[src/rtl/uart_pkg.sv]
// Shared UART definitions: FSM state codes, data width, default baud period and frame lengths.
package uart_pkg;

    localparam int          UART_DATA_BITS         = 8;
    localparam logic [15:0] UART_BAUD_DEFAULT      = 16'd5207;
    localparam int          UART_FRAME_BITS        = 10;
    localparam int          UART_FRAME_BITS_PARITY = 11;

    typedef enum logic [2:0] {
        IDLE   = 3'd0,
        START  = 3'd1,
        DATA   = 3'd2,
        PARITY = 3'd3,
        STOP   = 3'd4
    } uart_state_e;

endpackage

[src/rtl/uart_tx_if.sv]
// Byte handshake and serial-line bundle between a byte producer and the UART transmitter.
interface uart_tx_if;
    import uart_pkg::*;

    logic [UART_DATA_BITS-1:0] ip_data;
    logic                      ip_flag;
    logic                      ready;
    logic                      busy;
    logic                      tx;

    modport master (output ip_data, ip_flag, input ready, busy, tx);
    modport slave  (input ip_data, ip_flag, output ready, busy, tx);

endinterface

[src/rtl/uart_baud_gen.sv]
// Bit-period counter: runs 0..baud_cnt_max while enabled, held at zero otherwise,
// and pulses bit_end_o on the last cycle of each bit. Shared with the UART receiver.
module uart_baud_gen
    import uart_pkg::*;
#(
    parameter logic [15:0] baud_cnt_max = UART_BAUD_DEFAULT
) (
    input  logic clk,
    input  logic rst,
    input  logic en_i,
    output logic bit_end_o
);

    logic [15:0] cnt_q;
    logic [15:0] cnt_d;

    always_comb begin
        cnt_d = cnt_q + 16'd1;
        if (!en_i || cnt_q == baud_cnt_max) begin
            cnt_d = 16'd0;
        end
    end

    always_ff @(posedge clk) begin
        if (rst) begin
            cnt_q <= 16'd0;
        end else begin
            cnt_q <= cnt_d;
        end
    end

    assign bit_end_o = en_i && (cnt_q == baud_cnt_max);

endmodule

[src/rtl/uart_tx.sv]
// UART transmitter, 8N1 by default, with a one-entry holding register for gapless frames.
// Define UART_TX_PARITY_EN to insert a parity bit (sense chosen by parity_odd).
module uart_tx
    import uart_pkg::*;
#(
    parameter logic [15:0] baud_cnt_max = UART_BAUD_DEFAULT
`ifdef UART_TX_PARITY_EN
    ,
    parameter logic        parity_odd   = 1'b0
`endif
) (
    input  logic clk,
    input  logic rst,
    uart_tx_if.slave bus
);

    logic [2:0]                state_q, state_d;
    logic [UART_DATA_BITS-1:0] shift_q, shift_d;
    logic [2:0]                bitCnt_q, bitCnt_d;
    logic [UART_DATA_BITS-1:0] holdData_q, holdData_d;
    logic                      holdValid_q, holdValid_d;
    logic                      tx_q, tx_d;
    logic                      load;
    logic                      bitEnd;
`ifdef UART_TX_PARITY_EN
    logic                      parity_q, parity_d;
`endif

    uart_baud_gen #(
        .baud_cnt_max(baud_cnt_max)
    ) u_baud (
        .clk      (clk),
        .rst      (rst),
        .en_i     (state_q != IDLE),
        .bit_end_o(bitEnd)
    );

    always_comb begin
        state_d     = state_q;
        shift_d     = shift_q;
        bitCnt_d    = bitCnt_q;
        holdData_d  = holdData_q;
        holdValid_d = holdValid_q;
        tx_d        = tx_q;
        load        = 1'b0;
`ifdef UART_TX_PARITY_EN
        parity_d    = parity_q;
`endif

        if (bus.ip_flag && !holdValid_q) begin
            holdData_d  = bus.ip_data;
            holdValid_d = 1'b1;
        end

        case (state_q)
            IDLE: begin
                tx_d = 1'b1;
                load = holdValid_q;
            end
            START: begin
                if (bitEnd) begin
                    state_d = DATA;
                    tx_d    = shift_q[0];
                end
            end
            DATA: begin
                if (bitEnd) begin
                    if (bitCnt_q == 3'd7) begin
`ifdef UART_TX_PARITY_EN
                        state_d = PARITY;
                        tx_d    = parity_q;
`else
                        state_d = STOP;
                        tx_d    = 1'b1;
`endif
                    end else begin
                        shift_d  = shift_q >> 1;
                        bitCnt_d = bitCnt_q + 3'd1;
                        tx_d     = shift_q[1];
                    end
                end
            end
`ifdef UART_TX_PARITY_EN
            PARITY: begin
                if (bitEnd) begin
                    state_d = STOP;
                    tx_d    = 1'b1;
                end
            end
`endif
            STOP: begin
                if (bitEnd) begin
                    if (holdValid_q) begin
                        load = 1'b1;
                    end else begin
                        state_d = IDLE;
                        tx_d    = 1'b1;
                    end
                end
            end
            default: begin
                state_d = IDLE;
                tx_d    = 1'b1;
            end
        endcase

        // Draining the holding register also restarts the frame; the baud counter is already at zero here.
        if (load) begin
            state_d     = START;
            tx_d        = 1'b0;
            shift_d     = holdData_q;
            bitCnt_d    = 3'd0;
            holdValid_d = 1'b0;
`ifdef UART_TX_PARITY_EN
            parity_d    = (^holdData_q) ^ parity_odd;
`endif
        end
    end

    always_ff @(posedge clk) begin
        if (rst) begin
            state_q     <= IDLE;
            shift_q     <= '0;
            bitCnt_q    <= 3'd0;
            holdData_q  <= '0;
            holdValid_q <= 1'b0;
            tx_q        <= 1'b1;
`ifdef UART_TX_PARITY_EN
            parity_q    <= 1'b0;
`endif
        end else begin
            state_q     <= state_d;
            shift_q     <= shift_d;
            bitCnt_q    <= bitCnt_d;
            holdData_q  <= holdData_d;
            holdValid_q <= holdValid_d;
            tx_q        <= tx_d;
`ifdef UART_TX_PARITY_EN
            parity_q    <= parity_d;
`endif
        end
    end

    assign bus.ready = !holdValid_q;
    assign bus.busy  = (state_q != IDLE);
    assign bus.tx    = tx_q;

endmodule

[src/flat_wrapper.sv]
// flat-port wrapper written by rule: the top's interface ports become plain ports
module uart_tx_flat import uart_pkg::*;
#(
    parameter logic [15:0] baud_cnt_max = UART_BAUD_DEFAULT

)
  (clk, rst, bus_ip_data, bus_ip_flag, bus_ready, bus_busy, bus_tx);
  uart_tx_if bus_i ();
  input  logic clk;
  input  logic rst;
  input wire logic [$bits(bus_i.ip_data)-1:0] bus_ip_data;
  input wire logic [$bits(bus_i.ip_flag)-1:0] bus_ip_flag;
  output wire logic [$bits(bus_i.ready)-1:0] bus_ready;
  output wire logic [$bits(bus_i.busy)-1:0] bus_busy;
  output wire logic [$bits(bus_i.tx)-1:0] bus_tx;
  assign bus_i.ip_data = bus_ip_data;
  assign bus_i.ip_flag = bus_ip_flag;
  assign bus_ready = bus_i.ready;
  assign bus_busy = bus_i.busy;
  assign bus_tx = bus_i.tx;
  uart_tx #(.baud_cnt_max(baud_cnt_max)) u_core (.clk(clk), .rst(rst), .bus(bus_i));
endmodule
[config.mk]
export PLATFORM = sky130hd
export DESIGN_NAME = uart_tx_flat
export DESIGN_NICKNAME = d
export VERILOG_FILES = /design/src/rtl/uart_pkg.sv /design/src/rtl/uart_tx_if.sv /design/src/rtl/uart_baud_gen.sv /design/src/rtl/uart_tx.sv /design/src/flat_wrapper.sv
export SDC_FILE = /design/constraint.sdc
export NUM_CORES = 1
export LEC_CHECK = 0
export BUFFER_PORTS_ARGS = -buffer_cell sky130_fd_sc_hd__buf_2
export CAP_MARGIN = 5
export CORE_AREA = 2 2 64 66
export DETAILED_ROUTE_END_ITERATION = 10
export DIE_AREA = 0 0 66 68
export PLACE_DENSITY = 0.78
export REMOVE_ABC_BUFFERS = 1
export SYNTH_ARGS = -nofsm -noshare
export SYNTH_HDL_FRONTEND = slang
export SYNTH_SLANG_ARGS = --single-unit
[constraint.sdc]
create_clock -name clk -period 1.9 [get_ports clk]
set_clock_uncertainty 0.1 [all_clocks]
set_input_delay 0 -clock clk [delete_from_list [all_inputs] [get_ports clk]]
set_output_delay 0 -clock clk [all_outputs]
set_load 0.05 [all_outputs]
Word-level counts from Yosys, hierarchy flattened --
Index checks and enable logic that the tools add are counted.
Operators by class: add/subtract/negate cells 2, multiply operators 0, divide/modulo/power cells 0, magnitude comparators 0, equality and inequality tests 17, shifts and indexed selects 0, multiplexer cells 21, bitwise operators 2, reduce and logical (&&, ||, !) cells 16
Operators by type and width (count):
- 8-bit 2-to-1 mux | 4
- 16-bit by 1-bit adder with 16-bit output (second input constant) | 1
- 16-bit by 13-bit equality test with 1-bit output (second input constant) | 1
- 3-bit 2-to-1 mux | 5
- 2-bit by 1-bit != test with 1-bit output (second input constant) | 6
- 3-bit by 1-bit != test with 1-bit output (second input constant) | 4
- 3-bit case mux with 4 select lines | 1
- 6-bit AND reduction | 2
- 1-bit 2-to-1 mux | 9
- 3-bit equality test (second input constant) | 2
- 3-bit AND reduction | 2
- 4-bit AND reduction | 1
- 2-bit nonzero test | 2
- 2-bit OR reduction | 2
- 3-bit by 1-bit adder with 3-bit output (second input constant) | 1
- 3-bit by 1-bit equality test with 1-bit output (second input constant) | 1
- 3-bit by 2-bit equality test with 1-bit output (second input constant) | 1
- 3-bit logical NOT | 1
- 3-bit != test (second input constant) | 1
- 1-bit case mux with 3 select lines | 1
- 3-bit nonzero test | 1
- 1-bit logical AND | 2
- 1-bit logical NOT | 2
- 2-bit != test (second input constant) | 1
- 3 further kinds | 4
Storage, ports and cells: register bits after elaboration 40, bits in latches 0, bits in writable memories 0, memory bits (read-only) 0, bits of input ports 11, output and inout bits 3, logic and storage cells 66, memories kept 0

Longest topological paths before layout --
depth in word-level cells 6, mapped depth 6, gate-level depth less buffers 5

Cells and area by module --
A second synthesis with hierarchy kept.
Second synthesis, totals: cell total of the unflattened synthesis 199, area total of the unflattened synthesis 1926.8 sq um
Modules (own cells, without submodules):
- uart_tx | instances 1, cells each 116, area each 1124.8 sq um, sequential area each 480.5 sq um
- uart_baud_gen | instances 1, cells each 83, area each 802.0 sq um, sequential area each 320.3 sq um

Worst setup path before layout --
No wires, ideal clock.
kind register -> register, from register u_core.state_q[0], to register u_core.u_baud.cnt_q[10], setup time 0.128 ns, arrival time 1.810 ns, required time 1.672 ns, slack -0.137 ns, stages on the path, launching flop included 7, path buffers 2, clock period less this slack 2.037 ns, path through dfxtp_1 > clkbuf_1 > nor2_2 > nand2_1 > nand3_1 > clkbuf_1 > nor2_1
On the way: cells in the longest elaborated chain, start to end 4
RTL lines:
- start: declaration | line uart_tx.sv:17 | logic [2:0] state_q, state_d;
- start signal: assignment | line uart_tx.sv:132 | state_q <= state_d;
- 3-bit nonzero test
- net bus_busy | line flat_wrapper.sv:14 | output wire logic [$bits(bus_i.busy)-1:0] bus_busy;
- 1-bit logical NOT | line uart_baud_gen.sv:19 | if (!en_i || cnt_q == baud_cnt_max) begin
- 1-bit logical OR | line uart_baud_gen.sv:19
- 2-bit OR reduction (no source line)
- end signal: assignment | line uart_baud_gen.sv:28 | cnt_q <= cnt_d;
- end: declaration | line uart_baud_gen.sv:14 | logic [15:0] cnt_q;
The timed path passes the listed nets, and every way through them passes these cells. A chain may end at the register's enable or synchronous reset.

Worst setup path in the final report --
from register u_core.u_baud.cnt_q[7], to register u_core.shift_q[0]
On the way: cells in the longest elaborated chain, start to end 6, elaborated cells between the ends (all ways) 9, those cells by class eq/ne (2); mux (3); reduce/logical (4)
RTL lines:
- 16-bit by 13-bit equality test with 1-bit output * | line uart_baud_gen.sv:32 | assign bit_end_o = en_i && (cnt_q == baud_cnt_max);
- 1-bit logical AND * | line uart_baud_gen.sv:32
- 1-bit 2-to-1 mux | line uart_tx.sv:92 | if (bitEnd) begin
- 1-bit case mux with 2 select lines | line uart_tx.sv:55 | case (state_q)
- 2-bit by 1-bit != test with 1-bit output (no source line) / 2-bit nonzero test (equally long branches)
- 3-bit AND reduction (no source line)
- end signal: assignment | line uart_tx.sv:133 | shift_q <= shift_d;
- end: declaration | line uart_tx.sv:18 | logic [UART_DATA_BITS-1:0] shift_q, shift_d;
Every way passes the cells marked *; elsewhere a longest branch is shown, timed or not.

==> flow_summary.yaml <==
run_status:
  outcome: "finished with violations"
  violations: "setup timing"
finish:
  antenna_cells: 0
  nets: 281
  fin_cells: 318
  area_delta_synth_final_pct: 34.0
  fin_area_mm2: 0.00260
  fillCellCount: 313
  final_layout_size_suffix_gt1_frac: 0.291
  final_common_cell: "dfxtp_1"
  final_cell_mix: "dfxtp_1 (34), buf_4 (26), nor2_1 (25), dlygate4sd3_1 (17), nand3_1 (14)"
power_and_ir_drop:
  comb_power_share: 0.115
  ir_drop_mv: 0.451
  power_frac_clock: 0.344
  power.leakage_nw: 1.03
  power_mw: 1.63
  p_switching_mw: 0.422
  power.density_mw_per_mm2: 626
  sw_frac_of_total: 0.259
  intPower_mw: 1.21
  p_seq_frac: 0.541
clock_network:
  clockBufferDepth: 2
  cts_root_buf: "clkbuf_8"
  numCtsBuffers: 5
  clock_latency_ns: 0.30
  htreeDepth: 2
  clock_sinks: 40
  clk_pin_slew_ns: 0.08
  cts_tree: "built"
drt:
  drc: 0
  drtPass1Iterations: 4
  vias_per_cell: 5.78
  ant_nets: 0
  vias: 1838
  avgRoutedWirePerCell_um: 15.1
  drt_iter0_drc: 159
  wl_um: 4790
hold_path:
  hp-start: "rst"
  hold_class: "input pin to flip-flop"
logic_synthesis:
  synthCells: 211
  synth_async_sr_flop_share: 0
  synth_edf_count: 0
  synth_cell_type_count: 51
  ys_seq_elements: 40
  yosysTopAreaCell: "dfxtp_1"
  syn_area_per_cell_um2: 9.21
  ys.flop_type: "dfxtp_1"
  yosysWarnings: 0
  synth.cell_area_mm2: 0.00194
  yosysSeqAreaShare: 0.412
  synth_top_cell_area_share: 0.412
  synth.area.top_cells: "dfxtp_1 (41%), nor2_1 (4.8%), mux2i_1 (4.6%), nand3_1 (4.1%), xor2_1 (3.6%)"
floorplan:
  coreArea_mm2: 0.00386
  die_w_um: 66
  dieArea_mm2: 0.00449
  start_util: 0.504
  rows: 23
  die_h_um: 68
  io_pins: 14
global_routing:
  gr-total-overflow: 0
  antenna_found_initial: 0
  grt_pass1_vias: 1662
  grt_max_degree: 20
  gr-usage-all-layers: 0.222
  grt_pass1_wl_um: 7580
worst_setup_path:
  critPathMaxFanout: 3
  crit_type: "flip-flop to flip-flop"
  startpoint: "u_core.u_baud.cnt_q[7]$_SDFF_PP0_"
  rr_worst_depth: 5
  end_kind: "flip-flop"
  cp-start-kind: "flip-flop"
  r2r_start: "u_core.u_baud.cnt_q[7]$_SDFF_PP0_"
  endpoint: "u_core.shift_q[0]$_SDFFE_PP0P_"
  cp.required_ns: 2.01
  worstReg2RegEnd: "u_core.shift_q[0]$_SDFFE_PP0P_"
  arrival_ns: 2.08
  ff2ff_setup_slack_ns: -0.07
place:
  numPortBuffers: 13
  place.gp.congestion: 0.835
  place_area_mm2: 0.00222
  dp_hpwl_um: 3020
  dpl.cell_count: 288
sta:
  fin_ws_ns: -0.0715
  setup_viol: 3
  rsz0062_at_grt: "true"
  max_freq_mhz: 507
  max_slew.worst_pin.slew_ns: 0.374
  final_hold_viol_count: 0
  finalCritPeriodShare: 1.04
  slew_violations: 0
  layout_min_cycle_time_ns: 1.97
  slew_headroom: 0.750
run:
  maxCapViolCount: 0
## power by group through the flow
| stage | logic, mW | registers, mW | clock network (mW) |
|---|---|---|---|
| 2_1_floorplan | 0.0825 | 0.907 | 0 |
| 3_3_place_gp | 0.149 | 0.898 | 0 |
| 5_1_grt | 0.203 | 0.884 | 0.603 |
| 3_5_place_dp | 0.153 | 0.898 | 0 |
| 4_1_cts | 0.183 | 0.879 | 0.565 |
| 6_report | 0.187 | 0.881 | 0.561 |
## worst min path at each step
stage | end | depth (start not counted) | slack (ns)
3_5_place_dp | u_core.holdValid_q$_SDFFE_PP0P_ | 3 | 0.12
5_1_grt | u_core.shift_q[7]$_SDFFE_PP0P_ | 2 | 0.03
3_3_place_gp | u_core.holdValid_q$_SDFFE_PP0P_ | 3 | 0.12
6_report | u_core.shift_q[7]$_SDFFE_PP0P_ | 2 | 0.01
4_1_cts | u_core.shift_q[7]$_SDFFE_PP0P_ | 2 | 0.0009
2_1_floorplan | u_core.shift_q[7]$_SDFFE_PP0P_ | 1 | -0.03
## stage by stage
| stage | TNS [ns] | setup slack [ns] | util | hold slack [ns] |
|---|---|---|---|---|
| global placement | 0 | 0.0185 | 0.576 | 0.117 |
| CTS | -0.00394 | -0.00394 | 0.647 | 0.000901 |
| global route | -0.570 | -0.108 | 0.675 | 0.0265 |
| detailed placement | -0.224 | -0.0545 | 0.576 | 0.124 |
| finish | -0.0849 | -0.0715 | 0.675 | 0.0118 |
| floorplan | -0.426 | -0.149 | - | -0.0309 |
## Yosys cell counts, types with 4 or more instances
library cell	number
a31oi_1	6
clkbuf_1	9
nand3_1	16
o21ai_0	8
mux2i_1	9
nand2_1	5
nand4_1	10
a21oi_1	8
xnor2_1	4
o221ai_1	7
inv_1	5
xor2_1	8
nor2_1	25
dfxtp_1	40
## logic make-up after synthesis
kind of cell	Yosys count	share of synthesized area
mux	9	0.0464
fa+ha+maj	3	0.0193
xor+xnor	12	0.0541
buf+inv	18	0.0496
compound gates	41	0.155
simple gates	88	0.264
flops	40	0.412
## timing repair
item                       CTS  global route
gates cloned                 0             1
gates resized for setup      6            18
hold endpoints to repair     9             0
setup endpoints to repair   11            32
hold buffers                17             0
pin swaps                    3            14
setup buffers                0             4
## critical path, cell delays in order (launching register included)
cell and delay, ns:
dfxtp_2 0.34, or4b_4 0.58, o41ai_4 0.35, buf_4 0.18
nand3_1 0.11, a311oi_1 0.22
## registers in the layout (all words and copies together), names as in the netlist
| signal | flops |
|---|---|
| u_core.holdValid_q | 1 |
| u_core.bus.tx | 1 |
| u_core.u_baud.cnt_q | 16 |
| u_core.bitCnt_q | 3 |
| u_core.state_q | 3 |
| u_core.shift_q | 8 |
| u_core.holdData_q | 8 |
## per-layer routing
layer / part of all wire / GRT usage / wire (µm)
met1: 0.44 / 0.283 / 2120
met2: 0.48 / 0.355 / 2300
met3: 0.043 / 0.0510 / 208
met4: 0.033 / 0.110 / 160
met5: 0 / 0 / 0
## layout make-up
cell class | count | area (µm²) | area share
Multi-Input combinational cell | 153 | 1110 | 0.427
Sequential cell | 40 | 808 | 0.310
Timing Repair Buffer | 62 | 515 | 0.198
Clock buffer | 5 | 68.8 | 0.0264
Tap cell | 50 | 62.6 | 0.0240
Clock inverter | 3 | 18.8 | 0.00721
Inverter | 5 | 18.8 | 0.00721
Power figures use the tool's default switching activity.
